==> src/rtl/pipe_skid_reg.sv <==
// pipe_skid_reg -- two-entry skid buffer between pipeline stages.
//
// Holds up to two entries: a main register that drives out_data, and a
// skid register that catches one extra entry while downstream is busy.
// in_ready and out_valid come straight from the state register, so there
// is no combinational path from out_ready, stall or flush back to in_ready.
//
// Ports:
//   clk        rising-edge clock
//   rst        asynchronous, active-high reset (clears state and storage)
//   flush      discard all held entries; wins over push, pop and stall
//   stall      downstream hold, blocks pop
//   in_valid   upstream offers in_data
//   in_data    upstream payload [DATA_W-1:0]
//   in_ready   block accepts in_data this cycle
//   out_valid  out_data is valid
//   out_data   head payload [DATA_W-1:0] (main register, also when invalid)
//   out_ready  downstream accepts out_data
//   occupancy  entries held, 0..2
module pipe_skid_reg #(
    parameter int DATA_W     = 64,
    parameter bit FLUSH_ZERO = 1'b1
) (
    input  logic              clk,
    input  logic              rst,
    input  logic              flush,
    input  logic              stall,
    input  logic              in_valid,
    input  logic [DATA_W-1:0] in_data,
    output logic              in_ready,
    output logic              out_valid,
    output logic [DATA_W-1:0] out_data,
    input  logic              out_ready,
    output logic [1:0]        occupancy
);

    // Encoding matches the entry count so occupancy is the state itself.
    typedef enum logic [1:0] {
        EMPTY = 2'd0,
        HALF  = 2'd1,
        FULL  = 2'd2
    } state_t;

    state_t            state_p0;
    state_t            state_nxt;
    logic [DATA_W-1:0] main_p0;
    logic [DATA_W-1:0] main_nxt;
    logic [DATA_W-1:0] skid_p0;
    logic [DATA_W-1:0] skid_nxt;
    logic              push;
    logic              pop;

    assign in_ready  = (state_p0 != FULL);
    assign out_valid = (state_p0 != EMPTY);
    assign out_data  = main_p0;
    assign occupancy = state_p0;

    assign push = in_valid & in_ready;
    assign pop  = out_valid & out_ready & ~stall;

    always_comb begin
        state_nxt = state_p0;
        main_nxt  = main_p0;
        skid_nxt  = skid_p0;
        if (flush) begin
            // Flush discards everything, including any entry offered this cycle.
            state_nxt = EMPTY;
            if (FLUSH_ZERO) begin
                main_nxt = '0;
                skid_nxt = '0;
            end
        end else begin
            unique case (state_p0)
                EMPTY: begin
                    if (push) begin
                        main_nxt  = in_data;
                        state_nxt = HALF;
                    end
                end
                HALF: begin
                    if (push && pop) begin
                        main_nxt = in_data;
                    end else if (push) begin
                        skid_nxt  = in_data;
                        state_nxt = FULL;
                    end else if (pop) begin
                        state_nxt = EMPTY;
                    end
                end
                FULL: begin
                    // in_ready is low here, so only a pop can happen.
                    if (pop) begin
                        main_nxt  = skid_p0;
                        state_nxt = HALF;
                    end
                end
                default: begin
                    state_nxt = EMPTY;
                end
            endcase
        end
    end

    // ---- stage p0: state and storage registers ----
    always_ff @(posedge clk or posedge rst) begin
        if (rst) begin
            state_p0 <= EMPTY;
            main_p0  <= '0;
            skid_p0  <= '0;
        end else begin
            state_p0 <= state_nxt;
            main_p0  <= main_nxt;
            skid_p0  <= skid_nxt;
        end
    end

endmodule

==> config.mk <==
export PLATFORM = sky130hd
export DESIGN_NAME = pipe_skid_reg
export DESIGN_NICKNAME = d
export VERILOG_FILES = /design/src/rtl/pipe_skid_reg.sv
export SDC_FILE = /design/constraint.sdc
export NUM_CORES = 1
export LEC_CHECK = 0
export ABC_AREA = 1
export BUFFER_PORTS_ARGS = -buffer_cell sky130_fd_sc_hd__buf_2
export CORE_UTILIZATION = 39
export DETAILED_ROUTE_END_ITERATION = 8
export GPL_TIMING_DRIVEN = 0
export PLACE_DENSITY_LB_ADDON = 0.3
export SYNTH_ARGS = -nofsm -noshare
export SYNTH_HDL_FRONTEND = slang
export SYNTH_SLANG_ARGS = --single-unit
==> constraint.sdc <==
create_clock -name clk -period 6.4 [get_ports clk]
set_clock_uncertainty 0.15 [all_clocks]
set_input_delay 1.28 -clock clk [delete_from_list [all_inputs] [get_ports clk]]
set_output_delay 1.28 -clock clk [all_outputs]
set_load 0.02 [all_outputs]
==> summary.txt, run 1 <==
CTS
  – Clk root buf: clkbuf_16
  – H-tree depth: 4
  – Setup bufs post-CTS: 0
  – # hold bufs at CTS: 0
  – CTS tree: built
  – PostCTS Resize Cnt: 0
  – CTS Buffer Depth: 2
  – Clock sinks: 130
  – Skew-Pair Late Insertion Delay: approximately 0.42 ns
  – Clock-pin slew on the worst setup and hold paths: 0.06 ns
  – Num CTS Buffers: 17

Global route
  – Largest net degree at the start of global routing: 67
  – Initial antenna violation count: 0
  – Vias in the first global route: about 5,400
  – First-pass GRT wire length: 28.12 mm
  – GRT overflow: 0
  – GRT Util Overall: 22.03%

Detailed routing
  – Routed Antenna Nets: 0
  – DRC viols: 0
  – Initial DRC count: a little under 400
  – DR vias: 5,916
  – DR WL/cell: 15.05 µm
  – Final WL: 17.59 mm
  – Vias per cell: a little over 5
  – Router iterations before antenna repair: 4

Floorplanning
  – # IOs: 138
  – Horiz. Die Dim: 129.0 µm
  – Core area: 15,830 µm²
  – Initial Util: approximately 40%
  – Die area: 16,650 µm²
  – Row count: 46
  – Die height: 129.0 µm

Power and ir drop
  – Cell Pwr Density: 432.2 nW/µm²
  – Leakage power: around 4.3 nW
  – Switching fraction of total power: 39.80%
  – NetSw: 1.345 mW
  – Pint: 2.034 mW
  – Tot Pwr: roughly 3.4 mW
  – Comb power frac: 38.4%
  – VDD IR-drop max: 0.2004 mV
  – Seq pwr share: 35.2%
  – Clock share of power: roughly a quarter

Synth
  – Syn_area_per_cell: 8.039 µm²
  – Post-synth EDFFs: 0
  – Async SR Flop Fraction: 100.0%
  – Cells after synthesis: 783
  – #FFs+latches synth: 130
  – Sequential share of the synthesized area: between 50% and 60%
  – Synth Warn #: 0
  – Ys flop type: dfrtp_1
  – Syn_nets: 857
  – Cell area after synthesis: ~6300 µm²
  – Netlist cell types: 20

Job
  – Max Cap Viol: 0

Critical path
  – Crit path launch type: flip-flop
  – Reg2Reg Launch Point: occupancy[0]
  – Critical Path RT: about 5 ns
  – Worst r2r dst: out_data[23]
  – Top delay family on crit path: buffers and inverters
  – Critical Path Fanout Max: 10
  – CP bufs+invs: 6
  – Setup CP Type: flip-flop to primary output
  – Reg2Reg Depth: 12
  – Crit-path cells: inv_1 -> ha_1 -> buf_4 -> inv_2 -> buf_4 -> buf_2 -> buf_2
  – Worst Setup SP: occupancy[0]
  – Crit. path cell count: 7
  – Slowest CP cell: dfrtp_1
  – Delay of the slowest cell on the worst path: 0.44 ns
  – Reg2Reg Setup Slack: between 4 and 5 ns
  – Crit path arrival time: ~2.2 ns
  – Worst setup EP type: primary output
  – Worst setup path end: in_ready

Placement
  – Post-DP Area: 7283 µm²
  – GP Congestion: roughly 0.81
  – Post-Place Cells: 1,137
  – DP Wirelength: 12.21 mm
  – Number of buffers added on ports: 137

Finish
  – Antenna Cells: 0
  – Syn-to-layout area delta: 24.19%
  – Fraction of layout cells with a size suffix above 1: 23.82%
  – Filler instances: 1,563
  – Design area: 7818 µm²
  – Total Nets Final: 1,014
  – Non-filler cells in the finished layout: around 1,200
  – Fin util: 49.39%

Hold path
  – Hold Crit Class: flip-flop to flip-flop
  – Hold Startpoint: out_data[13]

Status
  – Outcome: complete, no violations

STA
  – Slew headroom: 58.95%
  – Final period utilization: 55.91%
  – Final min period: 3.578 ns
  – FMAX: 279.5 MHz
  – RSZ-0062 raised after global routing: no
  – Final-report hold violation count: 0
  – Hold slack: around 0.31 ns
  – Final Setup Violations: 0
  – Final max-slew violation count: 0
  – Worst-Margin Slew: 0.6157 ns
==> kinds of logic after synthesis <==
| group | Yosys count | share of synthesized area (%) |
|---|---|---|
| AOI/OAI and AO/OA | 100 | 7.951 |
| adders and majority gates | 4 | 0.7951 |
| buffers and inverters | 82 | 6.758 |
| DFF | 130 | 51.68 |
| and+or+nand+nor | 467 | 32.82 |
==> power groups by stage <==
stage          combinational (mW)  clock (mW)  sequential, mW
6_report                     1.30       0.893            1.19
5_1_grt                      1.44       0.944            1.22
4_1_cts                      1.31       0.909            1.19
3_5_place_dp                 1.30           0            1.20
3_3_place_gp                 1.29           0            1.20
2_1_floorplan               0.659           0            1.41
==> synthesized netlist by cell type (all sizes together) (4+ instances only) <==
| master | number | area, µm² |
|---|---|---|
| nand2 | 206 | 783.3 |
| dfrtp | 130 | 3253 |
| nand3 | 99 | 508.0 |
| nor2 | 96 | 360.4 |
| nand4 | 64 | 400.4 |
| o21ai | 64 | 320.3 |
| buf | 60 | 342.8 |
| a21oi | 36 | 180.2 |
| inv | 12 | 45.04 |
| clkbuf | 10 | 37.54 |
| ha | 4 | 50.05 |
==> worst min path at each step <==
stage,endpoint,cells after the start
detailed placement,out_data[52],2
finish,out_data[13],2
floorplan,skid_p0[35],2
CTS,out_data[52],2
global placement,out_data[0],2
global route,out_data[15],2
==> layout make-up <==
| cell class | instances | area [µm²] | share of cell area (%) |
|---|---|---|---|
| inverter | 12 | 50.05 | 0.6402 |
| timing repair buffer | 138 | 713.2 | 9.123 |
| buffer | 70 | 380.4 | 4.866 |
| clock buffer | 26 | 479.2 | 6.130 |
| sequential | 130 | 3253 | 41.61 |
| multi-input combinational | 571 | 2616 | 33.47 |
| tap | 216 | 270.3 | 3.457 |
| clock inverter | 6 | 55.05 | 0.7042 |
==> tightest hold or removal path: cells and delay by family (launching register included) <==
kind             cells  cell delay [ns]
DFF                  1             0.33
and+or+nand+nor      2             0.10
==> flip-flops by register name, indices dropped and copies added, names as in the netlist <==
name,count
out_data,64
skid_p0,64
occupancy,2
==> layout by cell type (no fill, tap or decap) <==
cell,Yosys,final
clkinv_2,0,5
ha_1,4,4
buf_6,4,4
clkbuf_16,0,17
inv_6,0,1
buf_4,9,9
nand2_2,1,1
a21oi_1,36,36
nor2_1,96,96
nand2_4,1,1
clkbuf_1,10,17
bufinv_16,0,1
nand4_1,64,64
buf_16,0,1
dfrtp_1,130,130
buf_1,4,4
nand3b_1,1,1
inv_1,8,7
o21ai_0,64,64
nor4_1,1,1
nand2_1,204,204
clkbuf_8,0,2
buf_2,43,180
nand3_1,98,98
inv_2,4,4
nand3_4,1,1
==> stage by stage <==
step / setup WS (ns) / TNS (ns)
floorplan: 1.501 / 0
finish: 2.822 / 0
detailed placement: 3.284 / 0
global route: 2.715 / 0
global placement: -0.1618 / -20.06
CTS: 2.820 / 0
==> per-layer routing <==
| layer | wire [µm] | share of wire, % | global-route usage [%] |
|---|---|---|---|
| met5 | 0 | 0 | 0 |
| met4 | 377 | 2.1 | 8.858 |
| met3 | 881 | 5.0 | 3.799 |
| met2 | 7811 | 44 | 32.34 |
| met1 | 8522 | 48 | 32.22 |
No activity file was read; power rests on OpenSTA's default activity.
==> run 2, diff against run 1 <==
- ABC_AREA: 1 -> 0
- clock period: 6.4 -> 3.7 ns (I/O delays scaled with it)
==> run 2 against run 1 <==
Net effect: wire length down 14%; total power up 39%; clock power up 72%; critical path type unchanged; largest power group is now sequential cells; die area down 4.1%; register-to-register slack worse by 2.8 ns; worst hold slack worse by 0.047 ns; clock-buffer cell count down 1; core utilization up 0.43 points; synthesized cell count down 28%.
==> summary.txt, run 2 <==
Synth
  – Compound-cell area share of the yosys netlist: 17.26% (+9.3 points)
  – Mux cell area share after synthesis: 10.98% (+11 points)
  – Top cell type's share of synthesized area: 53.94% (+2.3 points)
  – Cells after synthesis: 565 (-28%)
  – Ys flop type: dfrtp_1
  – Synth cell count leaders: dfrtp_1 (130), nand2_1 (128), a21oi_1 (68)
  – #FFs+latches synth: 130 (unchanged)
  – Simple-Gate Fraction of Synth Area: 11.64% (-21 points)
  – Syn_area_per_cell: 10.67 µm² (+33%)
  – Synth area leaders: dfrtp_1 (54%), mux2i_1 (11%), nand2_1 (8.0%)
  – Netlist cell types: 29 (+45%)
  – Sequential share of the synthesized area: 53.94% (+2.3 points)
  – Largest family of logic cells by synthesized area: compound AO/OA/AOI/OAI gates
  – Most frequent cell after synthesis: dfrtp_1
  – Async SR Flop Fraction: 100.0% (unchanged)
  – Synth Area in Adders: 0.8299% (+0.035 points)
  – Post-synth EDFFs: 0 (unchanged)
  – Cell area after synthesis: 6031 µm² (-4.2%)
  – Post-synthesis xor/xnor area fraction: 0.1452% (+0.15 points)
  – Synth Warn #: 0 (unchanged)
  – Syn_nets: 639 (-25%)
  – Yosys top cell by area: dfrtp_1

Global route
  – First-pass GRT wire length: 24.60 mm (-13%)
  – GRT Util Overall: 19.87% (-2.2 points)
  – Largest net degree at the start of global routing: 39 (-42%)
  – Layer with the highest usage: met2
  – Initial antenna violation count: 0 (unchanged)
  – Met1 Resource Use GR: 25.86% (-6.4 points)
  – GRT overflow: 0 (unchanged)
  – Met2 Track Usage GR: 32.08% (-0.26 points)
  – Routing usage on met3: 4.386% (+0.59 points)
  – Vias in the first global route: 4,915 (-9.5%)

Floorplanning
  – Horiz. Die Dim: 126.4 µm (-2.1%)
  – Initial Util: 39.82% (+0.048 points)
  – Core area: 15,150 µm² (-4.3%)
  – # IOs: 138 (unchanged)
  – Die height: 126.4 µm (-2.1%)
  – Die area: 15,960 µm² (-4.1%)
  – Row count: 45 (-2.2%)

Detailed routing
  – Initial DRC count: 231 (-40%)
  – DR vias: 4,765 (-19%)
  – DRC viols: 0 (unchanged)
  – DR WL/cell: 16.41 µm (+9.1%)
  – Vias per cell: 5.163 (+2.0%)
  – Final WL: 15.15 mm (-14%)
  – Router iterations before antenna repair: 4 (unchanged)
  – Routed Antenna Nets: 0 (unchanged)

STA
  – RSZ-0062 raised after global routing: no
  – FMAX: about 410 MHz
  – Slew headroom: 47.25% (-12 points)
  – Final Setup Violations: 0 (unchanged)
  – Worst-Margin Slew: 0.7913 ns (+0.1755 ns)
  – Setup_tns: 0 ns (unchanged)
  – Final-report hold violation count: 0 (unchanged)
  – Final max-slew violation count: 0 (unchanged)
  – Final min period: between 2 and 2.5 ns
  – Final period utilization: 65.81%

CTS
  – Clock sinks: 130 (unchanged)
  – Num CTS Buffers: 17 (unchanged)
  – CTS Buffer Depth: 2 (unchanged)
  – Clock-pin slew on the worst setup and hold paths: 0.06 ns (about the same)
  – Skew-Pair Late Insertion Delay: 0.42 ns (about the same)
  – H-tree depth: 4 (unchanged)
  – CTS tree: built
  – Clk root buf: clkbuf_16
  – Setup bufs post-CTS: 0 (unchanged)
  – # hold bufs at CTS: 0 (unchanged)
  – PostCTS Resize Cnt: 0 (unchanged)

Critical path
  – Critical Path RT: 2.81 ns (-2.16 ns)
  – Setup CP Type: flip-flop to primary output
  – Slowest CP cell: dfrtp_1
  – Crit path launch type: flip-flop
  – Critical Path Fanout Max: 7 (-3)
  – Crit-path cells: inv_1 -> ha_1 -> buf_6 -> inv_1 -> buf_2
  – Crit path arrival time: 1.54 ns (-0.61 ns)
  – Reg2Reg Setup Slack: 1.31 ns (-2.78 ns)
  – Delay of the slowest cell on the worst path: 0.41 ns (-0.03 ns)
  – Worst setup EP type: primary output
  – Top delay family on crit path: buffers and inverters
  – Most used cell, CP: inv_1
  – CP bufs+invs: 4 (-2)

Status
  – Outcome: complete, no violations

Finish
  – Antenna Cells: 0 (unchanged)
  – Fin util: 49.82% (+0.43 points)
  – Fraction of layout cells with a size suffix above 1: 31.56% (+7.7 points)
  – Syn-to-layout area delta: 25.12%
  – Leading cell type in the layout, fill and taps excluded: buf_2
  – Total Nets Final: 798 (-21%)
  – Most frequent cells in the layout: buf_2 (157), dfrtp_1 (130), nand2_1 (128), a21oi_1 (68), mux2i_1 (65)

Hold path
  – Hold Crit Class: input port to async pin

Power and ir drop
  – Leakage power: 3.413 nW (-21%)
  – Cell Pwr Density: 623.2 nW/µm² (+44%)
  – VDD IR-drop max: 0.3487 mV (+74%)

Job
  – Max Cap Viol: 0 (unchanged)

Placement
  – DP Wirelength: 10.55 mm (-14%)
  – GP Congestion: 0.7974 (-1.7%)
  – Number of buffers added on ports: 137 (unchanged)
run 2: cell count changes after synthesis, moves of 32 or more:
| cell | delta |
|---|---|
| o2bb2ai_1 | +32 |
| a21oi_1 | +32 |
| nor2_1 | -58 |
| o21ai_0 | -64 |
| nand4_1 | -64 |
| nand2_1 | -76 |
| nand3_1 | -97 |
| mux2i_1 | +65 |
run 2: cell type report:
cell class | instances | area, µm²
clock inverter | 5 | 55.05
tap | 188 | 235.2
inverter | 5 | 22.52
buffer | 46 | 295.3
fill | 1380 | 7600
clock buffer | 25 | 475.5
multi-input combinational | 384 | 2464
sequential | 130 | 3253
timing repair buffer | 140 | 745.7
run 2: final timing paths:
kind                              start            to  depth (start not counted)
max                        occupancy[0]     out_valid                          5
min                                 rst  out_data[49]                          2
max reg2reg                occupancy[0]  out_data[57]                          8
min reg2reg                 out_data[7]   out_data[7]                          1
max in group asynchronous           rst   skid_p0[17]                          3
min in group clk            out_data[7]   out_data[7]                          1
run 2: cells by family after synthesis:
| kind of cell | after synthesis |
|---|---|
| buffers and inverters | 51 |
| AOI/OAI and AO/OA | 137 |
| muxes | 66 |
| adders and majority gates | 4 |
| DFF | 130 |
| xor gates and xnor gates | 1 |
| and+or+nand+nor | 176 |
run 2: stage by stage:
stage | hold WS (ns) | total power [mW] | cells | cell area (µm²) | setup slack [ns]
floorplan | 0.3510 | 2.744 | 565 | 6035 | 1.201
global placement | 0.3161 | 3.147 | 890 | 6955 | 0.3949
detailed placement | 0.3185 | 3.198 | 893 | 7015 | 1.145
CTS | 0.2795 | 4.763 | 923 | 7546 | 1.268
global route | 0.2944 | 4.951 | 923 | 7546 | 1.152
finish | 0.2669 | 4.703 | 923 | 7546 | 1.265
run 2: worst register-to-register path, stage by stage (launching register included):
cell and delay (ns):
dfrtp_1 0.42, inv_1 0.13, ha_1 0.18, buf_6 0.13
nor3b_4 0.07, o221a_2 0.31, nor2_1 0.42, buf_2 0.34
o2bb2ai_1 0.16
run 2: layer usage:
metal  wire (µm)  part of all wire, %  up-vias
met5           0                    0        -
met4         315                  2.1        0
met3         704                  4.6       23
met2        7273                   48      140
met1        6858                   45     2331
li1            -                    -     2271
run 2: where the power goes:
part	switching, mW	internal, mW
registers	0.123	1.65
logic	0.883	0.514
clock network	0.588	0.949
total	1.59	3.11
==> run 3, diff against run 2 <==
- ABC_AREA: 0 -> 1
- clock period: 3.7 -> 2.4 ns (I/O delays scaled with it)
==> run 3 against run 2 <==
Net effect: the run now ends with design-rule violations left; worst setup slack worse by 1.2 ns; combinational power grew 150%; critical endpoint is now in_ready; sequential power rose by 80%; register-to-register slack lost 1.1 ns; sequential cell count unchanged; worst hold slack worse by 0.25 ns; clock power up 87%; clock-buffer cell count down 6; highest routed layer unchanged; core utilization up 0.68 points.
==> summary.txt, run 3 (same netlist as run 1, synthesis figures left out) <==
Power and ir drop
  – Comb power frac: 36.5% (+6.8 points)
  – Leakage power: 4.351 nW (+27%)
  – Tot Pwr: 9.554 mW (+100%)
  – Clock share of power: 30.1% (-2.6 points)
  – NetSw: 3.709 mW (+130%)
  – Seq pwr share: 33.3% (-4.3 points)
  – Cell Pwr Density: 1195 nW/µm² (+92%)
  – Switching fraction of total power: 38.82% (+4.9 points)
  – Pint: 5.845 mW (+88%)
  – VDD IR-drop max: 0.4885 mV (+40%)

CTS
  – Clock sinks: 130 (unchanged)
  – Clk root buf: clkbuf_16
  – Skew-Pair Late Insertion Delay: 0.42 ns (about the same)
  – Num CTS Buffers: 17 (unchanged)
  – H-tree depth: 4 (unchanged)
  – Clock-pin slew on the worst setup and hold paths: 0.06 ns (about the same)
  – CTS Buffer Depth: 2 (unchanged)
  – CTS tree: built

Floorplanning
  – Die height: 129.0 µm (+2.1%)
  – Core area: 15,830 µm² (+4.5%)
  – Row count: 46 (+2.2%)
  – Horiz. Die Dim: 129.0 µm (+2.1%)
  – Die area: 16,650 µm² (+4.3%)
  – # IOs: 138 (unchanged)
  – Initial Util: 39.77% (-0.048 points)

Placement
  – Post-DP Area: 7315 µm² (+4.3%)
  – Number of buffers added on ports: 137 (unchanged)
  – GP Congestion: 0.7938 (-0.45%)
  – DP Wirelength: 12.69 mm (+20%)
  – Setup WS pre-CTS: 0.09219 ns (-1.052 ns)

STA
  – Final worst slack: 0.08667 ns (-1.178 ns)
  – FMAX: 432.3 MHz
  – Worst-Margin Slew: 0.7089 ns (-0.08240 ns)
  – RSZ-0062 raised after global routing: no
  – Hold slack: 0.01610 ns (-0.2508 ns)
  – Final-report hold violation count: 0 (unchanged)
  – Setup_tns: 0 ns (unchanged)
  – Final Setup Violations: 0 (unchanged)
  – Slew headroom: 52.64% (+5.4 points)
  – Final min period: 2.313 ns
  – Final max-slew violation count: 0 (unchanged)
  – Final period utilization: 96.39%

Global route
  – Vias in the first global route: 5,611 (+14%)
  – GRT Util Overall: 23.00% (+3.1 points)
  – Largest net degree at the start of global routing: 36 (-7.7%)
  – Initial antenna violation count: 0 (unchanged)
  – First-pass GRT wire length: 29.31 mm (+19%)
  – GRT overflow: 0 (unchanged)

Detailed routing
  – DRC viols: 1 (+1)
  – Final WL: 18.07 mm (+19%)
  – DR WL/cell: 15.44 µm (-5.9%)
  – Initial DRC count: 462 (+100%)
  – DR vias: 5,979 (+25%)
  – Vias per cell: 5.110 (-1.0%)
  – Router iterations before antenna repair: 7 (+3)
  – Routed Antenna Nets: 0 (unchanged)

Critical path
  – Reg2Reg Setup Slack: 0.24 ns (-1.07 ns)
  – Crit path launch type: flip-flop
  – Crit path arrival time: 1.68 ns (+0.14 ns)
  – Reg2Reg Launch Point: occupancy[0]
  – Setup CP Type: flip-flop to primary output
  – Crit-path cells: inv_2 -> ha_4 -> buf_6 -> inv_2 -> buf_8 -> buf_4
  – Delay of the slowest cell on the worst path: 0.45 ns (+0.04 ns)
  – Critical Path RT: 1.77 ns (-1.04 ns)
  – Critical Path Fanout Max: 19 (+12)
  – Slowest CP cell: dfrtp_2
  – Top delay family on crit path: buffers and inverters
  – Worst setup EP type: primary output
  – CP bufs+invs: 5 (+1)
  – Most used cell, CP: inv_2
  – Reg2Reg Depth: 10 (+2)
  – Worst r2r dst: skid_p0[54]

Finish
  – Syn-to-layout area delta: 26.97%
  – Fraction of layout cells with a size suffix above 1: 24.95% (-6.6 points)
  – Most frequent cells in the layout: nand2_1 (204), buf_2 (177), dfrtp_1 (128), nand3_1 (98), nor2_1 (96)
  – Antenna Cells: 0 (unchanged)
  – Total Nets Final: 1,015 (+27%)
  – Design area: 7993 µm² (+5.9%)
  – Leading cell type in the layout, fill and taps excluded: nand2_1

Job
  – Max Cap Viol: 0 (unchanged)

Status
  – Failing checks: design-rule violations
  – Outcome: complete, but fails checks

Hold path
  – Hold Crit Class: input port to async pin
[run 3: cell count changes in the layout (fill, tap and decap cells not counted), sizes merged, moves of 23 or more]
cell and change:
a211oi -32, a21oi -32, buf +23, mux2i -65, nand2 +78, nand3 +97, nand4 +64, nor2 +58
o21ai +63, o2bb2ai -32
[run 3: worst max-delay path by stage]
stage,from,end,slack [ns],cells after the start
6_report,occupancy[0],in_ready,0.09,6
5_1_grt,occupancy[0],in_ready,0.03,6
4_1_cts,occupancy[0],in_ready,0.009,6
3_3_place_gp,rst,out_data[25],-0.77,2
3_5_place_dp,occupancy[0],in_ready,0.09,7
2_1_floorplan,rst,occupancy[0],0.16,1
[run 3: power by group through the flow]
stage | Clock [mW] | Sequential [mW] | Combinational, mW
finish | 2.88 | 3.19 | 3.49
detailed placement | 0 | 3.21 | 3.48
global placement | 0 | 3.20 | 3.42
CTS | 2.91 | 3.19 | 3.51
floorplan | 0 | 3.76 | 1.76
global route | 3.01 | 3.26 | 3.89
[run 3: layer usage]
layer / track usage, % / part of all wire, % / routed length, µm
met5: 0 / 0 / 0
met4: 8.720 / 1.8 / 331
met3: 4.377 / 4.9 / 879
met2: 35.83 / 46 / 8359
met1: 31.88 / 47 / 8495
[run 3: through the flow]
step           instances  utilization (%)
2_1_floorplan        783                -
3_3_place_gp        1136            45.83
3_5_place_dp        1139            46.21
4_1_cts             1170            50.41
5_1_grt             1170            50.50
6_report            1170            50.50
[run 3: what timing repair did]
item	CTS	global route
resized for setup	6	4
hold buffers	0	0
buffers inserted	0	0
setup endpoints to repair	1	24
[run 3: cell type report]
class / count / area, µm²
Fill cell: 1534 / 7835
Sequential cell: 130 / 3256
Multi-Input combinational cell: 571 / 2629
Timing Repair Buffer: 140 / 748.2
Clock buffer: 19 / 442.9
Buffer: 69 / 389.1
Tap cell: 216 / 270.3
Clock inverter: 13 / 209.0
Inverter: 12 / 48.80
